[src/rtl/rename_alloc_stage.sv]
// Rename/allocate stage: speculative RAT lookup, free-list pop for the destination and a registered
// renamed-uop output, plus a registered return path for committed old physical registers.
// Optional macro RENAME_COMMIT_RAT_EN adds a committed RAT that the speculative RAT restores from on flush.
module rename_alloc_stage #(
    parameter int ARCH_W     = 5,
    parameter int PHYS_W     = 6,
    parameter int NUM_COMMIT = 2
) (
    input  logic                                 clk,
    input  logic                                 reset,
    input  logic                                 flush_i,
    input  logic                                 in_valid_i,
    output logic                                 in_ready_o,
    input  logic [ARCH_W-1:0]                    in_rs1_i,
    input  logic [ARCH_W-1:0]                    in_rs2_i,
    input  logic [ARCH_W-1:0]                    in_rd_i,
    input  logic                                 in_rd_wr_i,
    output logic                                 fl_rd_en_o,
    input  logic [PHYS_W-1:0]                    fl_rd_data_i,
    input  logic                                 fl_empty_i,
    output logic                                 out_valid_o,
    input  logic                                 out_ready_i,
    output logic [PHYS_W-1:0]                    out_prs1_o,
    output logic [PHYS_W-1:0]                    out_prs2_o,
    output logic [PHYS_W-1:0]                    out_prd_o,
    output logic [PHYS_W-1:0]                    out_old_prd_o,
    output logic                                 out_rd_wr_o,
    input  logic [NUM_COMMIT-1:0]                commit_valid_i,
    input  logic [NUM_COMMIT-1:0]                commit_rd_wr_i,
    input  logic [NUM_COMMIT-1:0][ARCH_W-1:0]    commit_ard_i,
    input  logic [NUM_COMMIT-1:0][PHYS_W-1:0]    commit_prd_i,
    input  logic [NUM_COMMIT-1:0][PHYS_W-1:0]    commit_old_prd_i,
    output logic [NUM_COMMIT-1:0]                fl_wr_en_o,
    output logic [NUM_COMMIT-1:0][PHYS_W-1:0]    fl_wr_data_o
);

    localparam int NUM_ARCH = 1 << ARCH_W;

    logic [PHYS_W-1:0] rat_q [NUM_ARCH];
    logic [PHYS_W-1:0] rat_d [NUM_ARCH];

    logic              outValid_q, outValid_d;
    logic [PHYS_W-1:0] outPrs1_q, outPrs1_d;
    logic [PHYS_W-1:0] outPrs2_q, outPrs2_d;
    logic [PHYS_W-1:0] outPrd_q, outPrd_d;
    logic [PHYS_W-1:0] outOldPrd_q, outOldPrd_d;
    logic              outRdWr_q, outRdWr_d;

    logic [NUM_COMMIT-1:0]             flWrEn_q, flWrEn_d;
    logic [NUM_COMMIT-1:0][PHYS_W-1:0] flWrData_q;

    logic accept;
    logic alloc;
    logic [NUM_COMMIT-1:0] commitFree;

    // Stall is conservative: an empty free list blocks even instructions that need no destination.
    assign in_ready_o = (!outValid_q || out_ready_i) && !fl_empty_i && !flush_i;
    assign accept     = in_valid_i && in_ready_o;
    assign alloc      = accept && in_rd_wr_i && (in_rd_i != '0);
    assign fl_rd_en_o = alloc;

    always_comb begin
        for (int l = 0; l < NUM_COMMIT; l++) begin
            commitFree[l] = commit_valid_i[l] && commit_rd_wr_i[l] && (commit_ard_i[l] != '0);
        end
    end

`ifdef RENAME_COMMIT_RAT_EN
    logic [PHYS_W-1:0] crat_q [NUM_ARCH];
    logic [PHYS_W-1:0] crat_d [NUM_ARCH];

    // Later lanes overwrite earlier ones, so the youngest commit to an arch reg wins.
    always_comb begin
        crat_d = crat_q;
        for (int l = 0; l < NUM_COMMIT; l++) begin
            if (commitFree[l]) begin
                crat_d[commit_ard_i[l]] = commit_prd_i[l];
            end
        end
    end

    always_ff @(posedge clk or posedge reset) begin
        if (reset) begin
            for (int i = 0; i < NUM_ARCH; i++) crat_q[i] <= PHYS_W'(i);
        end else begin
            for (int i = 0; i < NUM_ARCH; i++) crat_q[i] <= crat_d[i];
        end
    end

    // Flush restores the committed view, including commits retiring in the flush cycle.
    always_comb begin
        rat_d = rat_q;
        if (flush_i) begin
            rat_d = crat_d;
        end else if (alloc) begin
            rat_d[in_rd_i] = fl_rd_data_i;
        end
    end
`else
    logic unusedCommitPrd;
    assign unusedCommitPrd = ^commit_prd_i;

    always_comb begin
        rat_d = rat_q;
        if (alloc) begin
            rat_d[in_rd_i] = fl_rd_data_i;
        end
    end
`endif

    always_ff @(posedge clk or posedge reset) begin
        if (reset) begin
            for (int i = 0; i < NUM_ARCH; i++) rat_q[i] <= PHYS_W'(i);
        end else begin
            for (int i = 0; i < NUM_ARCH; i++) rat_q[i] <= rat_d[i];
        end
    end

    // Sources read the RAT before this cycle's write, so rs==rd sees the previous mapping.
    always_comb begin
        outValid_d  = outValid_q;
        outPrs1_d   = outPrs1_q;
        outPrs2_d   = outPrs2_q;
        outPrd_d    = outPrd_q;
        outOldPrd_d = outOldPrd_q;
        outRdWr_d   = outRdWr_q;
        if (flush_i) begin
            outValid_d = 1'b0;
        end else if (accept) begin
            outValid_d = 1'b1;
            outPrs1_d  = rat_q[in_rs1_i];
            outPrs2_d  = rat_q[in_rs2_i];
            if (alloc) begin
                outPrd_d    = fl_rd_data_i;
                outOldPrd_d = rat_q[in_rd_i];
                outRdWr_d   = 1'b1;
            end else begin
                outPrd_d    = '0;
                outOldPrd_d = '0;
                outRdWr_d   = 1'b0;
            end
        end else if (out_ready_i) begin
            outValid_d = 1'b0;
        end
    end

    always_ff @(posedge clk or posedge reset) begin
        if (reset) begin
            outValid_q  <= 1'b0;
            outPrs1_q   <= '0;
            outPrs2_q   <= '0;
            outPrd_q    <= '0;
            outOldPrd_q <= '0;
            outRdWr_q   <= 1'b0;
        end else begin
            outValid_q  <= outValid_d;
            outPrs1_q   <= outPrs1_d;
            outPrs2_q   <= outPrs2_d;
            outPrd_q    <= outPrd_d;
            outOldPrd_q <= outOldPrd_d;
            outRdWr_q   <= outRdWr_d;
        end
    end

    assign flWrEn_d = commitFree;

    always_ff @(posedge clk or posedge reset) begin
        if (reset) begin
            flWrEn_q   <= '0;
            flWrData_q <= '0;
        end else begin
            flWrEn_q   <= flWrEn_d;
            flWrData_q <= commit_old_prd_i;
        end
    end

    assign out_valid_o   = outValid_q;
    assign out_prs1_o    = outPrs1_q;
    assign out_prs2_o    = outPrs2_q;
    assign out_prd_o     = outPrd_q;
    assign out_old_prd_o = outOldPrd_q;
    assign out_rd_wr_o   = outRdWr_q;
    assign fl_wr_en_o    = flWrEn_q;
    assign fl_wr_data_o  = flWrData_q;

endmodule

[config.mk]
export PLATFORM = sky130hd
export DESIGN_NAME = rename_alloc_stage
export DESIGN_NICKNAME = d
export VERILOG_FILES = /design/src/rtl/rename_alloc_stage.sv
export SDC_FILE = /design/constraint.sdc
export NUM_CORES = 1
export LEC_CHECK = 0
export BUFFER_PORTS_ARGS = -buffer_cell sky130_fd_sc_hd__buf_2
export CORE_MARGIN = 4
export CORE_UTILIZATION = 61
export DETAILED_ROUTE_END_ITERATION = 6
export PLACE_DENSITY = 0.81
export SLEW_MARGIN = 5
export SYNTH_ARGS = -nofsm -noshare
export SYNTH_HDL_FRONTEND = slang
export SYNTH_SLANG_ARGS = --single-unit
[constraint.sdc]
create_clock -name clk -period 7.68 [get_ports clk]
set_input_delay 0.768 -clock clk [delete_from_list [all_inputs] [get_ports clk]]
set_output_delay 0.768 -clock clk [all_outputs]
set_load 0.01 [all_outputs]
======== Word-level counts from Yosys, hierarchy flattened ========
Cells that the tools add are included.
word-level totals
  input port bits ......................... 66
  output and inout port bits .............. 42
  bits in registers ....................... 232
  word-level logic and storage cells ...... 86
cells by class
  reduce and logical (&&, ||, !) cells .... 19
  multiplexer cells ....................... 18
  $lt $le $gt $ge ......................... 4
  bitwise operators ....................... 4
operators by type and width
  kind                  number
  $bwmux W192           1
  $bmux W6 S5           3
  $mux W6               9
  $demux W6 S5          1
  $ge A6 B6 Y1 const B  3
  $not A5 Y6            3
  $reduce_bool A5 Y1    3
  $logic_and A1 B1 Y1   10
  $lt A6 B1 Y1 const B  1
  $mux W1               4
  $logic_not A1 Y1      3
  $reduce_bool A3 Y1    1
  $reduce_and A2 Y1     1
  $logic_or A1 B1 Y1    1
  $not A1 Y1            1

======== Logic depth before layout (Yosys ltp) ========
Gate-level depths: netlist of the first run.
  depth in word-level cells ............... 8
  gate-level depth with buffers ........... 7
  gate-level depth less buffers ........... 5

======== Worst setup path after synthesis of the first run ========
No wires, ideal clock.
  path type ............................... input port to output port
  from .................................... input port in_rd_i[0]
  to ...................................... output port fl_rd_en_o
  buffers on the path ..................... 3
  data arrival time ....................... 1.901 ns
  path slack .............................. 5.011 ns
  required time ........................... 6.912 ns
  stages .................................. 5
  path through ............................ buf_2 -> buf_4 -> or3_1 -> o211a_1 -> clkbuf_1
between the ends
  longest elaborated chain between the ends .. 2
RTL lines
  element              RTL line  source
  start, declared      16        input logic [ARCH_W-1:0] in_rd_i,
  $reduce_bool A5 Y1   59        assign alloc = accept && in_rd_wr_i && (in_rd_i != '0);
  $logic_and A1 B1 Y1  59
  end, declared        18        output logic fl_rd_en_o,
Every way passes these cells.

======== Final worst setup path of the first run ========
Ends and elaborated chain as after synthesis.

==> out/summary.txt, run 1 <==
Outcome = completed
Final setup viols = 0
Setup WS post-layout = 4160 ps
End of the critical path = fl_rd_en_o
Critical path type = in2out
Max VDD drop = 0.159 mV
Core Util, Final = 68.5%
Via density = 7.14
DIE HEIGHT = 156 um
Drt total wl = 39.8 mm
Reg2Reg Depth = 5
Port buffer count = 95
Startpoint types = input port
Worst setup path startpoint = in_rd_i[0]
Yosys reg bits = 232
Post-DP HPWL = 25.0 mm
Clock Skew = 9.86 ps
NetSw = 0.841 mW
Post CTS Setup Buffer Count = 0
Final non-filler cell total = 1405
Reg-to-Reg End = rat_q[91]
Fin nets = 1170
Setup_tns = 0 ps
Initial antenna violation count = 0
First-pass DRT Iterations = 7
Final Max Tran Viols = 0
CTS Buf Count = 27
Final min period = 3520 ps
Via count = 10037
Relative slew slack = 24.6%
Synth Warn # = 0
First-pass GRT wire length = 60.8 mm
Core Rows = 54
Worst Max-Slew Pin Slew = 1130 ps
Hold Slack = 329 ps
Gr usage total = 32.2%
Crit path DAT = 2750 ps
Net Count, Synth = 1125
Worst-path clk slew = 60 ps
Max-Cap Viols = 0
H-tree depth = 1
Register share of total power = 44.0%
Sw frac = 26.8%
WL per Instance = 28.3 um
RSZ-0062 raised after global routing = no
I/O pin count = 108
Max Root-Sink Buffers = 3
RR Startpoint = out_valid_o
CTS tree = done
Post-route ant nets = 0
Core Box Area = 21800 sq um
Class of the worst hold path = in2reg
Total grt overflow = 0
Cts hold-fix bufs = 0
# DRC = 0
Worst skew pair latency = 540 ps
Pwr dens = 210 nW/um^2
Nature of the critical path endpoint = output pin
Internal = 2.29 mW
Die W = 156 um
Sequential area share after synthesis = 43.9%
Area grow syn2layout = 10.8%
Cts repair resizes = 0
Pre-CTS setup slack = 3840 ps
Placed cell areas = 14000 sq um
Lkg Pwr = 6.76 nW
Final GP Congestion = 0.967
Average size of a mapped cell = 12.7 sq um
Netlist cell types = 43
FMAX = 0.284 GHz
Vias in the first global route = 9837
Post-Place Cells = 1355
Share of cells above drive strength 1 = 42.8%
Die area = 24500 sq um
CTS root buffer = clkbuf_16
Required @ worst endpoint = 6910 ps
Largest net degree at the start of global routing = 108
Starting DRT DRC Count = 1352
Cell Area, Synth = 13400 sq um
Final hold violations = 0
# clock sinks = 232
Worst Path Max Fanout = 41
Gate Count Post-Synth = 1059
Power, Total = 3.13 mW
Initial core utilization = 61.8%
Ant diodes = 0
Clock share of power = 41.7%
Fillers = 1604
R2r setup slk = 4750 ps
Tcrit/Tclk final = 45.9%
Comb pwr share = 14.3%
Final Cell Area = 14900 sq um
-- cell usage in the layout, fill, tap and decap left out, types with 3 or more instances in the layout --
cell	synthesis	routed
clkbuf_8	0	8
o22ai_1	21	21
nor2_1	35	33
or2_2	5	5
nor2_2	3	3
clkbuf_16	0	27
a22oi_1	48	48
nand2b_1	9	9
mux2i_1	196	196
dfrtp_1	152	152
a211oi_1	6	6
clkbuf_1	50	8
dfstp_2	80	80
a21oi_1	28	28
mux4_2	42	42
o21ai_0	3	3
mux2_2	193	193
o41ai_1	12	12
nor2b_1	13	9
a2111oi_0	3	3
clkinv_2	0	3
nand3_1	4	4
buf_4	11	14
nand3b_1	3	3
a221oi_1	29	29
a22o_1	35	35
or3_1	5	5
nand2_1	23	23
buf_2	24	92
-- how the worst min path moves through the flow --
stage          slack, ps              end                 from  depth (start not counted)
3_3_place_gp         380       rat_q[188]           rat_q[188]                          0
6_report             330  fl_wr_data_o[7]  commit_old_prd_i[7]                          1
2_1_floorplan        450       rat_q[187]           rat_q[187]                          1
3_5_place_dp         390       rat_q[188]           rat_q[188]                          0
5_1_grt              310  fl_wr_data_o[7]  commit_old_prd_i[7]                          1
4_1_cts              310  fl_wr_data_o[6]  commit_old_prd_i[6]                          1
-- critical path: stages --
cell,delay [ps]
buf_4,230
buf_4,670
or3_1,340
o211a_1,470
buf_2,220
-- final cells by class --
type                       count  area (sq um)  area share (%)
multi-input combinational    734          7160            48.0
sequential                   232          5910            39.6
clock buffer                  43           816            5.47
timing repair buffer         106           566            3.79
tap                          280           350            2.35
clock inverter                 7          91.3           0.613
inverter                       3          18.8           0.126
-- power by group through the flow --
| stage | registers (mW) | logic [mW] | clock network (mW) |
|---|---|---|---|
| 2_1_floorplan | 1.39 | 0.286 | 0 |
| 3_3_place_gp | 1.39 | 0.428 | 0 |
| 3_5_place_dp | 1.39 | 0.437 | 0 |
| 4_1_cts | 1.37 | 0.441 | 1.32 |
| 5_1_grt | 1.38 | 0.474 | 1.37 |
| 6_report | 1.38 | 0.447 | 1.31 |
-- logic make-up after synthesis --
family	after synthesis	synth area share (%)
muxes	431	37.8
DFF	232	43.9
AOI/OAI and AO/OA	192	10.7
and+or+nand+nor	111	4.44
buffers and inverters	93	3.13
-- cells in the mapped netlist --
cell type | n | share of area, %
buf_2 | 24 | 0.89
a221oi_1 | 29 | 1.9
o41ai_1 | 12 | 0.78
o22ai_1 | 21 | 0.98
dfrtp_1 | 152 | 28
a211oi_1 | 6 | 0.33
and2_1 | 2 | 0.093
inv_1 | 3 | 0.084
mux2_2 | 193 | 16
nand2_1 | 23 | 0.64
or2_2 | 5 | 0.23
or3_1 | 5 | 0.23
nor2_2 | 3 | 0.14
nor4b_4 | 1 | 0.18
o21ai_0 | 3 | 0.11
a22oi_1 | 48 | 2.7
nor2b_1 | 13 | 0.60
nand4b_2 | 1 | 0.11
nand4_1 | 1 | 0.047
nor3_1 | 1 | 0.037
o211a_1 | 1 | 0.074
nor4_4 | 1 | 0.16
o22a_1 | 1 | 0.065
nand3_1 | 4 | 0.15
o311a_1 | 2 | 0.15
nor2_1 | 35 | 0.98
nor3b_1 | 1 | 0.056
mux4_2 | 42 | 7.0
o211ai_1 | 1 | 0.056
clkbuf_1 | 50 | 1.4
a2111oi_0 | 3 | 0.20
a21o_1 | 2 | 0.11
a22o_1 | 35 | 2.3
nand4_2 | 1 | 0.093
mux2i_1 | 196 | 15
nand2b_1 | 9 | 0.42
nor4_1 | 1 | 0.047
nand3b_1 | 3 | 0.17
buf_1 | 5 | 0.14
a21oi_1 | 28 | 1.0
dfstp_2 | 80 | 16
or4_1 | 1 | 0.056
buf_4 | 11 | 0.61
-- routing by layer --
layer / GRT usage (%) / wire length [um] / up-vias / part of all wire, %
met3: 7.05 / 4030 / 114 / 10
met2: 48.3 / 18000 / 585 / 45
met1: 46.0 / 15900 / 5142 / 40
met4: 13.1 / 1860 / 0 / 4.7
li1: - / - / 4196 / -
met5: 0 / 0 / - / 0
-- registers in the layout, summed over array words and instances, names as in the netlist --
signal,cells
fl_wr_en_o,2
out_old_prd_o,6
out_prs2_o,6
out_prs1_o,6
out_valid_o,1
out_prd_o,6
rat_q,192
out_rd_wr_o,1
fl_wr_data_o,12
Note: power is estimated with default switching activity, not from simulation.
==> run 2: changes to the inputs <==
==> constraint.sdc (replaced) <==
create_clock -name clk -period 3.6 [get_ports clk]
set_input_delay 0.36 -clock clk [delete_from_list [all_inputs] [get_ports clk]]
set_output_delay 0.36 -clock clk [all_outputs]
set_load 0.01 [all_outputs]
==> out/summary.txt, run 2 (synthesis results as in run 1) <==
Final hold violations = 0 (unchanged)
Core Box Area = 21800 sq um (unchanged)
Max reg flops = 192 (unchanged)
# clock sinks = 232 (unchanged)
Final Max Tran Viols = 0 (unchanged)
Fin nets = 1201 (+2.6%)
Die area = 24500 sq um (unchanged)
Cell repeated most along the worst path = buf_4
Final GP Congestion = 0.973 (+0.68%)
CTS root buffer = clkbuf_16
Gr usage total = 32.4% (+0.18 points)
Cell Chain, Critical Path = buf_4 -> buf_4 -> or3_1 -> o211a_1 -> buf_4 -> buf_2
FMAX = 0.400 GHz
Via count = 10169 (+1.3%)
Largest stage delay, worst path = 530 ps (-140 ps)
Relative slew slack = 26.9% (+2.3 points)
Total grt overflow = 0 (unchanged)
CTS tree = done
Startpoint types = input port
CTS Buf Count = 26 (-3.7%)
Setup_tns = 0 ps (unchanged)
Outcome = completed
Max VDD drop = 0.358 mV (+130%)
First-pass GRT wire length = 61.0 mm (+0.31%)
Class of the worst hold path = in2reg
H-tree depth = 1 (unchanged)
Crit path max-delay cell type = buf_4
Initial core utilization = 61.8% (unchanged)
Core Rows = 54 (unchanged)
Initial antenna violation count = 3 (+3)
Clock share of power = 40.3% (-1.4 points)
Crit-path leading delay family = buffers and inverters
Core Util, Final = 69.6% (+1.1 points)
DIE HEIGHT = 156 um (unchanged)
Largest net degree at the start of global routing = 89 (-18%)
Top reg by flops = rat_q
Leading cell types in the layout, fill and taps excluded = mux2i_1 (196), mux2_2 (193), dfrtp_1 (152)
Tcrit/Tclk final = 69.5%
Via density = 7.08 (-0.87%)
Worst Max-Slew Pin Slew = 1090 ps (-36.6 ps)
Max Root-Sink Buffers = 3 (unchanged)
NetSw = 1.76 mW (+110%)
RSZ-0062 raised after global routing = no
Crit path DAT = 2140 ps (-610 ps)
Hold Slack = 51.1 ps (-278 ps)
Share of cells above drive strength 1 = 42.9% (+0.099 points)
Max-Cap Viols = 0 (unchanged)
Clock Skew = 12.5 ps (+2.64 ps)
Nature of the critical path endpoint = output pin
Final min period = 2500 ps
Sw frac = 26.8% (about the same)
Final setup viols = 0 (unchanged)
Post-DP HPWL = 25.9 mm (+3.9%)
Area grow syn2layout = 12.6%
Worst Path Max Fanout = 29 (-29%)
Worst Path Buf+Inv = 4 (+1)
Vias in the first global route = 10165 (+3.3%)
Starting DRT DRC Count = 1085 (-20%)
I/O pin count = 108 (unchanged)
Critical path type = in2out
Required @ worst endpoint = 3240 ps (-3670 ps)
Cts repair resizes = 0 (unchanged)
Worst-path clk slew = 50 ps (about the same)
Drt total wl = 39.8 mm (about the same)
Post-route ant nets = 0 (unchanged)
Pwr dens = 432 nW/um^2 (+110%)
Comb pwr share = 14.8% (+0.5 points)
WL per Instance = 27.7 um (-2.2%)
First-pass DRT Iterations = 6 (-1)
Internal = 4.79 mW (+110%)
# DRC = 0 (unchanged)
Register share of total power = 44.9% (+0.9 points)
Lkg Pwr = 6.89 nW (+1.9%)
Worst skew pair latency = 540 ps (about the same)
Placed cell areas = 14200 sq um (+1.2%)
Port buffer count = 95 (unchanged)
Final Cell Area = 15100 sq um (+1.6%)
Die W = 156 um (unchanged)
Commonest non-fill, non-tap cell in the layout = mux2i_1
## run 2: changes by cell type in the layout (fill, tap and decap cells not counted), moves of 3 or more
cell and delta:
dlygate4sd3_1 +13, buf_12 +4, clkbuf_1 +3, buf_4 +15
## run 2: final timing paths
path,start,endpoint,slack [ps],depth (start not counted)
max in group asynchronous,reset,rat_q[1],2110,4
max,in_rd_i[0],fl_rd_en_o,1100,6
min,commit_rd_wr_i[0],fl_wr_en_o[0],50,2
min reg2reg,rat_q[190],rat_q[190],400,0
max reg2reg,out_valid_o,rat_q[69],1110,6
min in group asynchronous,reset,fl_wr_data_o[5],540,3
## run 2: layout make-up
class / instances / area, sq um
Fill cell: 1562 / 6610
Timing Repair Buffer: 138 / 888
Clock buffer: 44 / 800
Antenna cell: 1 / 2.50
Multi-Input combinational cell: 734 / 7140
Sequential cell: 232 / 5910
Clock inverter: 4 / 45.0
Inverter: 3 / 15.0
Tap cell: 280 / 350
## run 2: routing by layer
layer	vias to the layer above	wire length, um	GRT usage (%)
met2	636	17800	48.0
li1	4250	-	-
met5	-	26	0
met3	140	4360	8.93
met4	4	2080	14.7
met1	5139	15500	44.9
## run 2: power groups by stage
stage	Clock [mW]	Combinational [mW]	Sequential (mW)
CTS	2.68	0.956	2.93
finish	2.64	0.970	2.94
floorplan	0	0.610	2.96
global route	2.78	1.04	2.96
detailed placement	0	0.942	2.97
global placement	0	0.920	2.97
## run 2: repair_timing
| action | 4_1_cts | 5_1_grt |
|---|---|---|
| buffers inserted | 0 | 0 |
| endpoints found under the hold margin | 37 | 0 |
| hold buffers | 13 | 0 |
## run 2: metrics by stage
stage / setup WS [ps] / power (mW) / cells
floorplan: 269 / 3.57 / 1059
global placement: 925 / 3.89 / 1374
detailed placement: 878 / 3.92 / 1374
CTS: 1070 / 6.57 / 1435
global route: 953 / 6.78 / 1436
finish: 1100 / 6.55 / 1436
==> run 3: changes to the inputs <==
--- a/config.mk
+++ b/config.mk
@@ -5,6 +5,7 @@
 export SDC_FILE = /design/constraint.sdc
 export NUM_CORES = 1
 export LEC_CHECK = 0
+export ABC_AREA = 1
 export BUFFER_PORTS_ARGS = -buffer_cell sky130_fd_sc_hd__buf_2
 export CORE_MARGIN = 4
 export CORE_UTILIZATION = 61
==> constraint.sdc (replaced) <==
create_clock -name clk -period 2.5 [get_ports clk]
set_input_delay 0.25 -clock clk [delete_from_list [all_inputs] [get_ports clk]]
set_output_delay 0.25 -clock clk [all_outputs]
set_load 0.01 [all_outputs]
==> out/summary.txt, run 3 <==
First-pass GRT wire length = 74.4 mm (+22%)
Final setup viols = 0 (unchanged)
Worst Max-Slew Pin Slew = 846 ps (-247 ps)
Initial core utilization = 62.2% (+0.42 points)
Total grt overflow = 0 (unchanged)
Vias in the first global route = 13816 (+36%)
Die area = 24900 sq um (+1.5%)
Cell Chain, Critical Path = dlygate4sd3_1 -> buf_2 -> nor2_4 -> nand3_4 -> inv_2 -> nand2_4 -> nor2_8 -> inv_4 -> nor2_8 -> nand2_4 -> nand2_1 -> o21ai_2
H-tree depth = 1 (unchanged)
Leading cell types in the layout, fill and taps excluded = nand2_1 (805), nand3_1 (331), o21ai_0 (170)
Top cell type's share of synthesized area = 27.8% (-0.45 points)
Outcome = completed
Largest net degree at the start of global routing = 97 (+9.0%)
Max reg flops = 192 (unchanged)
Worst skew pair latency = 530 ps (about the same)
Reg-to-Reg End = rat_q[163]
CTS Buf Count = 25 (-3.8%)
Min-delay src = out_ready_i
EDFF count, synth = 0 (unchanged)
Tcrit/Tclk final = 87.2%
Commonest non-fill, non-tap cell in the layout = nand2_1
Max-Cap Viols = 0 (unchanged)
Top-count cell post-synth = nand2_1
Net Count, Synth = 2066 (+84%)
Power, Total = 9.64 mW (+47%)
Via density = 6.29 (-11%)
Relative slew slack = 43.5% (+17 points)
DIE HEIGHT = 158 um (+0.76%)
Hold Path Cell Cnt = 4 (+2)
CTS root buffer = clkbuf_16
Max VDD drop = 0.535 mV (+49%)
RR Startpoint = out_valid_o
Max Root-Sink Buffers = 3 (unchanged)
Main synth FF type = dfrtp_1
First-pass DRT Iterations = 7 (+1)
Area leader, netlist = dfrtp_1
Pwr dens = 622 nW/um^2 (+44%)
RSZ-0062 raised after global routing = no
Hold EP = out_valid_o
Initial antenna violation count = 2 (-1)
Worst Path Buf+Inv = 4 (unchanged)
Sequential area share after synthesis = 43.2% (-0.70 points)
Setup WS post-layout = 320 ps (-777 ps)
CTS tree = done
Average size of a mapped cell = 6.83 sq um (-46%)
Starting DRT DRC Count = 2539 (+130%)
Reg2Reg Depth = 10 (+4)
Clock Skew = 12.6 ps (+0.0951 ps)
Fin nets = 2118 (+76%)
Via count = 14785 (+45%)
Core Rows = 54 (unchanged)
Netlist cell types = 28 (-35%)
Setup_tns = 0 ps (unchanged)
Worst-path clk slew = 60 ps (about the same)
Post-DP HPWL = 30.3 mm (+17%)
Commonest cells in the netlist = nand2_1 (808), nand3_1 (331), o21ai_0 (170)
R2r setup slk = 340 ps (-770 ps)
Port buffer count = 95 (unchanged)
Final min period = 2180 ps
Lkg Pwr = 7.09 nW (+2.9%)
# clock sinks = 232 (unchanged)
Gate Count Post-Synth = 2000 (+89%)
Core Util, Final = 70.6% (+0.96 points)
# DRC = 0 (unchanged)
Die W = 158 um (+0.76%)
Final Cell Area = 15500 sq um (+2.3%)
Crit-path leading delay family = simple AND/OR/NAND/NOR gates
Area grow syn2layout = 13.4%
Required @ worst endpoint = 2900 ps (-340 ps)
Critical path type = in2reg
Class of the worst hold path = in2reg
WL per Instance = 20.1 um (-27%)
Gr usage total = 37.9% (+5.5 points)
Yosys reg bits = 232 (unchanged)
Post-route ant nets = 0 (unchanged)
Top reg by flops = rat_q
I/O pin count = 108 (unchanged)
Crit path max-delay cell type = dlygate4sd3_1
Ys async rst share = 100% (unchanged)
Nature of the critical path endpoint = flip-flop
Share of cells above drive strength 1 = 15.6% (-27 points)
Startpoint types = input port
Post CTS Setup Buffer Count = 0 (unchanged)
Core Box Area = 22000 sq um (+0.93%)
Synth Warn # = 0 (unchanged)
Final GP Congestion = 1.02 (+5.0%)
Crit path DAT = 2580 ps (+440 ps)
Final Max Tran Viols = 0 (unchanged)
Final hold violations = 0 (unchanged)
Worst Path Max Fanout = 13 (-55%)
Cell Area, Synth = 13700 sq um (+1.6%)
Placed cell areas = 14500 sq um (+2.0%)
Pre-CTS setup slack = 226 ps (-652 ps)
Area contributors post-synth = dfrtp_1 (28%), nand2_1 (22%), dfstp_2 (15%), nand3_1 (12%), o21ai_0 (6.2%)
Largest stage delay, worst path = 540 ps (about the same)
FMAX = 0.459 GHz
Drt total wl = 47.3 mm (+19%)
-- run 3: cell count changes in the layout (fill, tap and decap cells not counted), sizes merged, moves of 28 or more --
cell / change
nand2: +794
nand3: +328
o21ai: +223
mux2i: -196
mux2: -193
nor2: +106
a22oi: -48
mux4: -42
a22o: -35
buf: +35
a221oi: -29
inv: +29
a21oi: -28
o22ai: +28
-- run 3: how the worst max path moves through the flow --
stage / to / slack (ps) / cells past startpoint / start
5_1_grt: rat_q[146] / 160 / 10 / flush_i
2_1_floorplan: fl_wr_data_o[0] / -720 / 1 / reset
3_3_place_gp: rat_q[155] / 320 / 9 / flush_i
3_5_place_dp: rat_q[153] / 230 / 9 / flush_i
4_1_cts: rat_q[127] / 200 / 9 / flush_i
6_report: rat_q[163] / 320 / 12 / flush_i
-- run 3: cells by family (layout without fill, tap and decap cells) --
| group | after synthesis | in the layout | share of synthesized area, % |
|---|---|---|---|
| AOI/OAI and AO/OA | 279 | 279 | 10.9 |
| buffers and inverters | 186 | 256 | 5.75 |
| DFF | 232 | 232 | 43.2 |
| other | 0 | 2 | 0 |
| and+or+nand+nor | 1303 | 1303 | 40.2 |
-- run 3: per-stage QoR --
step | instances | hold WS, ps
detailed placement | 2287 | 360
global placement | 2287 | 358
floorplan | 2000 | 281
global route | 2351 | 107
CTS | 2350 | 79.9
finish | 2352 | 84.4
-- run 3: layout make-up --
| type | count | area, sq um |
|---|---|---|
| clock buffers | 35 | 723 |
| multi-input cells | 1582 | 6990 |
| repair buffers | 178 | 1270 |
| inverters | 33 | 130 |
| diodes | 2 | 5.00 |
| well taps | 280 | 350 |
| clock inverters | 10 | 133 |
| fillers | 1833 | 6460 |
| flip-flops and latches | 232 | 5910 |
-- run 3: routing by layer --
metal / up-vias / share of wire, % / GRT usage, %
li1: 6658 / - / -
met1: 6724 / 38 / 51.7
met2: 1170 / 43 / 56.7
met3: 231 / 13 / 9.21
met4: 2 / 5.9 / 19.0
met5: - / 0.027 / 0.397
-- run 3: what timing repair did --
action	4_1_cts	5_1_grt
hold buffers	18	0
setup endpoints to repair	0	12
endpoints found under the hold margin	29	0
resized for setup	0	1
-- run 3: report_power, final --
| part | switching, mW | internal (mW) |
|---|---|---|
| clock network | 1.55 | 2.32 |
| registers | 0.213 | 4.03 |
| logic | 1.01 | 0.515 |
-- run 3: worst min-delay path: stages --
cell and delay [ps]:
buf_2 70, inv_1 30, nand2_1 110, o21ai_0 90
